<file path="config.mk">
export PLATFORM = sky130hd
export DESIGN_NAME = bit_places_to_value_decoder
export DESIGN_NICKNAME = d
export VERILOG_FILES = /design/src/rtl/bit_sparsity_pkg.sv /design/src/rtl/bit_place_order_checker.sv /design/src/rtl/bit_places_to_value_decoder.sv
export SDC_FILE = /design/constraint.sdc
export NUM_CORES = 1
export LEC_CHECK = 0
export BUFFER_PORTS_ARGS = -buffer_cell sky130_fd_sc_hd__buf_2
export CAP_MARGIN = 20
export CORE_MARGIN = 3
export CORE_UTILIZATION = 50
export CTS_CLUSTER_DIAMETER = 100
export DETAILED_ROUTE_END_ITERATION = 12
export PLACE_DENSITY_LB_ADDON = 0.3
export SYNTH_ARGS = -nofsm -noshare
export SYNTH_HDL_FRONTEND = slang
export SYNTH_SLANG_ARGS = --single-unit
</file>
<file path="constraint.sdc">
create_clock -name CLK -period 2 [get_ports CLK]
set_input_delay 0.3 -clock CLK [delete_from_list [all_inputs] [get_ports CLK]]
set_output_delay 0.3 -clock CLK [all_outputs]
set_load 0.02 [all_outputs]
</file>
<file path="src/rtl/bit_sparsity_pkg.sv">
// Shared types for the bit-sparsity encoder/decoder pair: token layout and decoder states.
// Latency: n/a (types and constants only).
// Backpressure: n/a.
package bit_sparsity_pkg;

    localparam int ACT_W   = 8;
    localparam int PLACE_W = 3;

    // Bit-place token as it travels through the bit-places FIFO.
    typedef struct packed {
        logic               last;
        logic               empty;
        logic [PLACE_W-1:0] place;
    } token_t;

    typedef enum logic {
        S_ACCUM,
        S_EMIT
    } state_t;

endpackage

</file>
<file path="src/rtl/bit_place_order_checker.sv">
// Flags token streams that break encoder order: places must strictly descend, and an
// EMPTY token may only appear alone as the single LAST token of a value.
// Latency: combinational error pulse in the cycle the offending token is consumed; no backpressure.
// Ports: clk, rst (sync, active-high), consume (token popped this cycle), token {last, empty, place},
//        err (one-cycle pulse on a violation).
module bit_place_order_checker
    import bit_sparsity_pkg::*;
#(
    parameter int PLACE_W = 3
) (
    input  logic               clk,
    input  logic               rst,
    input  logic               consume,
    input  logic [PLACE_W+1:0] token,
    output logic               err
);

    logic               tok_last;
    logic               tok_empty;
    logic [PLACE_W-1:0] tok_place;

    // in_value: at least one token of the current value has already been consumed.
    logic               in_value;
    logic [PLACE_W-1:0] prev_place;

    assign tok_last  = token[PLACE_W+1];
    assign tok_empty = token[PLACE_W];
    assign tok_place = token[PLACE_W-1:0];

    always_comb begin
        err = 1'b0;
        if (consume) begin
            if (in_value) begin
                // Mid-value: EMPTY is never legal, and places must keep strictly descending.
                err = tok_empty | (tok_place >= prev_place);
            end else begin
                // First token: EMPTY is only legal when it closes the value on its own.
                err = tok_empty & ~tok_last;
            end
        end
    end

    always_ff @(posedge clk) begin
        if (rst) begin
            in_value   <= 1'b0;
            prev_place <= '0;
        end else if (consume) begin
            in_value   <= ~tok_last;
            prev_place <= tok_place;
        end
    end

endmodule

</file>
<file path="src/rtl/bit_places_to_value_decoder.sv">
// Rebuilds activation values from {LAST, EMPTY, PLACE} bit-place tokens and pushes them to a values FIFO.
// Latency: push one cycle after the LAST token is popped; one value per (tokens+1) cycles.
// Backpressure: while the values FIFO is full the value is held stable and no tokens are popped.
// Ports: CLK, RSTN (sync, active-high); PlaceFIFOReadReady/ReadData/ReadEnable (FWFT token FIFO);
//        ValueFIFOWriteReady/WriteEnable/WriteData (values FIFO); ValueCount (pushes since reset, wraps);
//        DecodeError (sticky order-violation flag, only live when BIT_DECODER_ORDER_CHECK_EN is defined).
module bit_places_to_value_decoder
    import bit_sparsity_pkg::*;
#(
    parameter int DATA_W  = ACT_W,
    parameter int PLACE_W = 3,
    parameter int CNT_W   = 16
) (
    input  logic               CLK,
    input  logic               RSTN,
    input  logic               PlaceFIFOReadReady,
    input  logic [PLACE_W+1:0] PlaceFIFOReadData,
    output logic               PlaceFIFOReadEnable,
    input  logic               ValueFIFOWriteReady,
    output logic               ValueFIFOWriteEnable,
    output logic [DATA_W-1:0]  ValueFIFOWriteData,
    output logic [CNT_W-1:0]   ValueCount,
    output logic               DecodeError
);

    state_t              state, state_nxt;
    logic [DATA_W-1:0]   acc, acc_nxt;
    logic                out_valid, out_valid_nxt;
    logic [DATA_W-1:0]   wdata_nxt;

    logic                tok_last;
    logic                tok_empty;
    logic [PLACE_W-1:0]  tok_place;
    logic [DATA_W-1:0]   place_bit;
    logic [DATA_W-1:0]   merged;
    logic                pop;
    logic                push;

    assign tok_last  = PlaceFIFOReadData[PLACE_W+1];
    assign tok_empty = PlaceFIFOReadData[PLACE_W];
    assign tok_place = PlaceFIFOReadData[PLACE_W-1:0];

    assign place_bit = {{(DATA_W-1){1'b0}}, 1'b1} << tok_place;
    // EMPTY contributes nothing; re-setting an already set place is harmless under OR.
    assign merged    = acc | (tok_empty ? {DATA_W{1'b0}} : place_bit);

    // Both strobes are suppressed while reset is held so no FIFO entry is lost or duplicated.
    assign pop  = (state == S_ACCUM) & PlaceFIFOReadReady & ~RSTN;
    assign push = (state == S_EMIT) & out_valid & ValueFIFOWriteReady & ~RSTN;

    assign PlaceFIFOReadEnable  = pop;
    assign ValueFIFOWriteEnable = push;

    always_comb begin
        state_nxt     = state;
        acc_nxt       = acc;
        out_valid_nxt = out_valid;
        wdata_nxt     = ValueFIFOWriteData;
        case (state)
            S_ACCUM: begin
                if (pop) begin
                    if (tok_last) begin
                        wdata_nxt     = merged;
                        out_valid_nxt = 1'b1;
                        acc_nxt       = '0;
                        state_nxt     = S_EMIT;
                    end else begin
                        acc_nxt = merged;
                    end
                end
            end
            S_EMIT: begin
                if (push) begin
                    out_valid_nxt = 1'b0;
                    state_nxt     = S_ACCUM;
                end
            end
            default: state_nxt = S_ACCUM;
        endcase
    end

    always_ff @(posedge CLK) begin
        if (RSTN) begin
            state              <= S_ACCUM;
            acc                <= '0;
            out_valid          <= 1'b0;
            ValueFIFOWriteData <= '0;
            ValueCount         <= '0;
        end else begin
            state              <= state_nxt;
            acc                <= acc_nxt;
            out_valid          <= out_valid_nxt;
            ValueFIFOWriteData <= wdata_nxt;
            if (push) begin
                ValueCount <= ValueCount + {{(CNT_W-1){1'b0}}, 1'b1};
            end
        end
    end

`ifdef BIT_DECODER_ORDER_CHECK_EN
    logic err_pulse;
    logic err_q;

    bit_place_order_checker #(
        .PLACE_W (PLACE_W)
    ) u_order_checker (
        .clk     (CLK),
        .rst     (RSTN),
        .consume (pop),
        .token   (PlaceFIFOReadData),
        .err     (err_pulse)
    );

    // Sticky until reset; decoding itself is never altered by an order violation.
    always_ff @(posedge CLK) begin
        if (RSTN) begin
            err_q <= 1'b0;
        end else if (err_pulse) begin
            err_q <= 1'b1;
        end
    end

    assign DecodeError = err_q;
`else
    assign DecodeError = 1'b0;
`endif

endmodule

</file>
Yosys cells after proc, flatten, opt, wreduce, memory -nomap -nowiden

Cells that the tools add are included.

Add/subtract/negate cells: 1
Equal/unequal tests: 3
Shift operators: 1
Mux-type cells: 10
Bitwise logic cells: 8
Reduce and logical (&&, ||, !) cells: 3

Operators with widths:

| cell                                                               | count |
|---|---|
| 16-bit by 1-bit adder with 16-bit output (second input constant)   | 1 |
| 8-bit 2-to-1 mux                                                   | 2 |
| 8-bit OR                                                           | 1 |
| 1-bit by 3-bit left shift with 8-bit output (first input constant) | 1 |
| 1-bit 2-to-1 mux                                                   | 6 |
| 2-bit inequality test (second input constant)                      | 3 |
| 3-bit AND reduction                                                | 2 |
| 1-bit AND                                                          | 5 |
| 1-bit one-hot mux with 2 select lines                              | 2 |
| 1-bit inverter                                                     | 2 |
| 2-bit AND reduction                                                | 1 |

Flip-flop bits (word level): 34
Input port bits: 9
Output and inout bits: 27
Word-level logic and storage cells: 31

Depth between registers and ports, before layout

Word-level depth: 5
Gate-level depth with buffers: 6
Mapped depth without buffers: 5

Least setup slack after synthesis

OpenSTA, ideal clock, no wires.

Path kind: reg-to-reg
Start: register ValueCount[0]
End: register ValueCount[12]
Library setup time: 71 ps
Arrival: 1785 ps
Required time: 1929 ps
Setup slack: 144 ps
Stages on the path, launching flop included: 7
Buffers on the path: 1
Clock period less this slack: 1856 ps
Path through: dfxtp_1 ha_1 nand2_1 or4_1 buf_2 or3_1 a21oi_1

Cells in the longest elaborated chain, start to end: 1

RTL lines:

| item                                     | RTL line                          | source |
|---|---|---|
| start: declaration                       | bit_places_to_value_decoder.sv:22 | `output logic [CNT_W-1:0] ValueCount,` |
| start signal: assignment                 | bit_places_to_value_decoder.sv:95 | `ValueCount <= ValueCount + {{(CNT_W-1){1'b0}}, 1'b1};` |
| 16-bit by 1-bit adder with 16-bit output | bit_places_to_value_decoder.sv:95 |  |

No other way between the ends.
A chain may end at the register's enable or synchronous reset.

Final worst setup path

Same ends and word-level chain as after synthesis.

==> flow_metrics.py <==
metrics = {
    "floorplan": {
        "rows": 18,
        "core_area_mm2": 0.002590,
        "die_w_um": 59.46,
        "die_h_um": 59.46,
        "boundaryPins": 36,
        "die-area_mm2": 0.003535,
        "initial_core_util_pct": 55.17,
    },
    "sta": {
        "setup_tns_ns": 0,
        "finalHoldViolCount": 0,
        "final-max-slew-violation-count": 0,
        "fmax_ghz": 0.5503,
        "fin_ws_ns": 0.1828,
        "rsz0062_at_grt": "false",
        "whs_ns": 0.3150,
        "fin_crit_ns": 1.817,
        "setup_violations": 0,
        "clock_skew_ns": 0.01162,
        "period_share_pct": 90.86,
    },
    "yosys": {
        "synthTopCellsByArea": "dfxtp_1, nor2_1, a21oi_1, nor3_1, a211oi_1",
        "synth_area_leader_cell": "dfxtp_1",
        "postSynthAreaPerCell_um2": 8.556,
        "synth_top_area_share_pct": 47.64,
        "yosysSeqAreaShare_pct": 47.64,
        "synth_fp_nets": 177,
        "synth_area_mm2": 0.001429,
        "syn_inst": 167,
        "yosysWarnings": 0,
        "synth_seq_cells": 34,
        "yosysUniqueCellTypes": 36,
    },
    "global_route": {
        "grt_util_all_layers_pct": 19.40,
        "grt.overflow.total": 0,
        "grt_pass1_vias": 1196,
        "grt_max_degree": 30,
        "use_met1_pct": 23.22,
        "use_met3_pct": 6.536,
        "grt_pass1_wl_um": 5161,
        "antenna_found_initial": 0,
        "global_route.usage.met2_pct": 32.14,
        "busiest_layer": "met2",
    },
    "detailed_routing": {
        "route.vias.total": 1267,
        "firstDrtPassIters": 4,
        "routedWlPerCell_um": 13.11,
        "wl_um": 3054,
        "final_antenna_net_count": 0,
        "viasPerCell": 5.438,
        "drt_iter0_drc": 69,
        "drc": 0,
    },
    "power": {
        "peakVddDrop_mv": 0.6279,
        "p_leak_nw": 0.6839,
        "power_density_mw_per_mm2": 680.5,
    },
    "worst_setup_path": {
        "critPathKind": "flop to flop",
        "worstSetupStartpointType": "flop",
        "crit_fanout": 7,
        "crit_required_ns": 2.26,
        "worstPathArrival_ns": 2.08,
        "crit_path_end_kind": "flop",
    },
    "finish": {
        "final_nets": 213,
        "fin_area_mm2": 0.001675,
        "mostFrequentLayoutCells": "dfxtp_1, buf_2, nor2_1",
        "diodes": 0,
        "drive_gt1_share_pct": 27.59,
        "area_growth_syn_to_layout_pct": 17.25,
        "postLayoutCoreUtil_pct": 64.69,
    },
    "cts": {
        "cts_tree": "built",
        "clk_latency_ns": 0.33,
        "clkSinkCount": 34,
        "root_buffer": "clkbuf_4",
        "clk_pin_slew_ns": 0.10,
        "clk_path_buf_depth": 2,
        "cts_buffers": 5,
        "cts-htree-levels": 2,
    },
    "place": {
        "hpwl_um": 2248,
        "io_buffers": 34,
        "place_area_mm2": 0.001624,
        "dpl_worst_slack_ns": 0.1213,
        "gp_congestion": 0.8465,
    },
    "job": {
        "maxCapViolCount": 0,
    },
    "min_path": {
        "hold_class": "input port to flop",
    },
    "run_status": {
        "outcome": "completed",
    },
}
[through the flow]
stage | std cells | power (mW)
after floorplan | 167 | 0.7762
after global placement | 226 | 0.8076
after detailed placement | 226 | 0.8110
after CTS | 233 | 1.154
after global routing | 233 | 1.208
final | 233 | 1.140
[synthesized netlist by cell type]
cell      instances
a211oi_1          6
a21oi_1          12
a31o_2            2
a31oi_1           2
a41oi_1           1
and2_1            1
and3_2            1
and3b_1           1
and4_1            1
buf_1             1
buf_2             4
buf_4             1
clkbuf_1          3
conb_1            1
dfxtp_1          34
ha_1              1
inv_1             3
mux2_2            3
nand2_1           9
nand3_1           3
nand3_2           1
nand4_1           5
nor2_1           32
nor2b_1           5
nor3_1           10
nor3b_1           1
nor3b_2           1
nor4_1            1
nor4_2            1
nor4b_1           1
o21ai_0           6
or2_2             1
or3_1             4
or4_1             1
xnor2_1           4
xor2_1            3
[logic make-up after synthesis]
logic type	after synthesis	synth area share (%)
compound gates	29	12.17
xor+xnor	7	4.291
fa+ha+maj	1	0.8755
buf+inv	12	3.765
flops	34	47.64
mux	3	2.364
other cells	1	0.2624
simple gates	80	28.64
[where the power goes]
part / internal [mW] / leakage, nW / switching (mW)
Combinational: 0.0345 / 0.378 / 0.0629
Clock: 0.126 / 0.0308 / 0.219
Sequential: 0.689 / 0.275 / 0.00876
Total: 0.850 / 0.684 / 0.290
[sequential cells by signal (all words and copies together) (netlist names)]
register / cells
ValueFIFOWriteData: 8
acc: 8
ValueCount: 16
state: 1
out_valid: 1
[routing by layer]
metal,wire length (um),vias up
li1,-,652
met1,1350,587
met2,1500,26
met3,181,2
met4,21,0
met5,0,-
[timing repair]
item	4_1_cts	5_1_grt
setup endpoints to repair	0	1
hold buffers	0	0
resized for setup	0	1
hold endpoints to repair	0	0
setup buffers	0	0
[path summary, 6_finish.rpt]
path	start	to	slack, ns	depth (start not counted)
setup reg to reg	ValueCount[0]$_SDFFE_PP0P_	ValueCount[12]$_SDFFE_PP0P_	0.18	5
hold / removal	ValueFIFOWriteReady	state$_SDFF_PP0_	0.31	3
hold reg to reg	acc[0]$_SDFFE_PP0P_	acc[0]$_SDFFE_PP0P_	0.48	2
setup / recovery	ValueCount[0]$_SDFFE_PP0P_	ValueCount[12]$_SDFFE_PP0P_	0.18	5
[area by class of cell]
class	count	area, um2
Multi-Input combinational cell	121	698.2
Timing Repair Buffer	38	200.2
Sequential cell	34	680.7
Clock inverter	2	10.01
Inverter	3	11.26
Fill cell	222	914.6
Tap cell	30	37.54
Clock buffer	5	37.54
[critical path: stages, from the launching register on]
cell     delay, ns
dfxtp_1       0.40
ha_1          0.22
nand2_1       0.09
or4_4         0.53
or3_1         0.34
a21oi_1       0.18
Power figures use the tool's default switching activity.
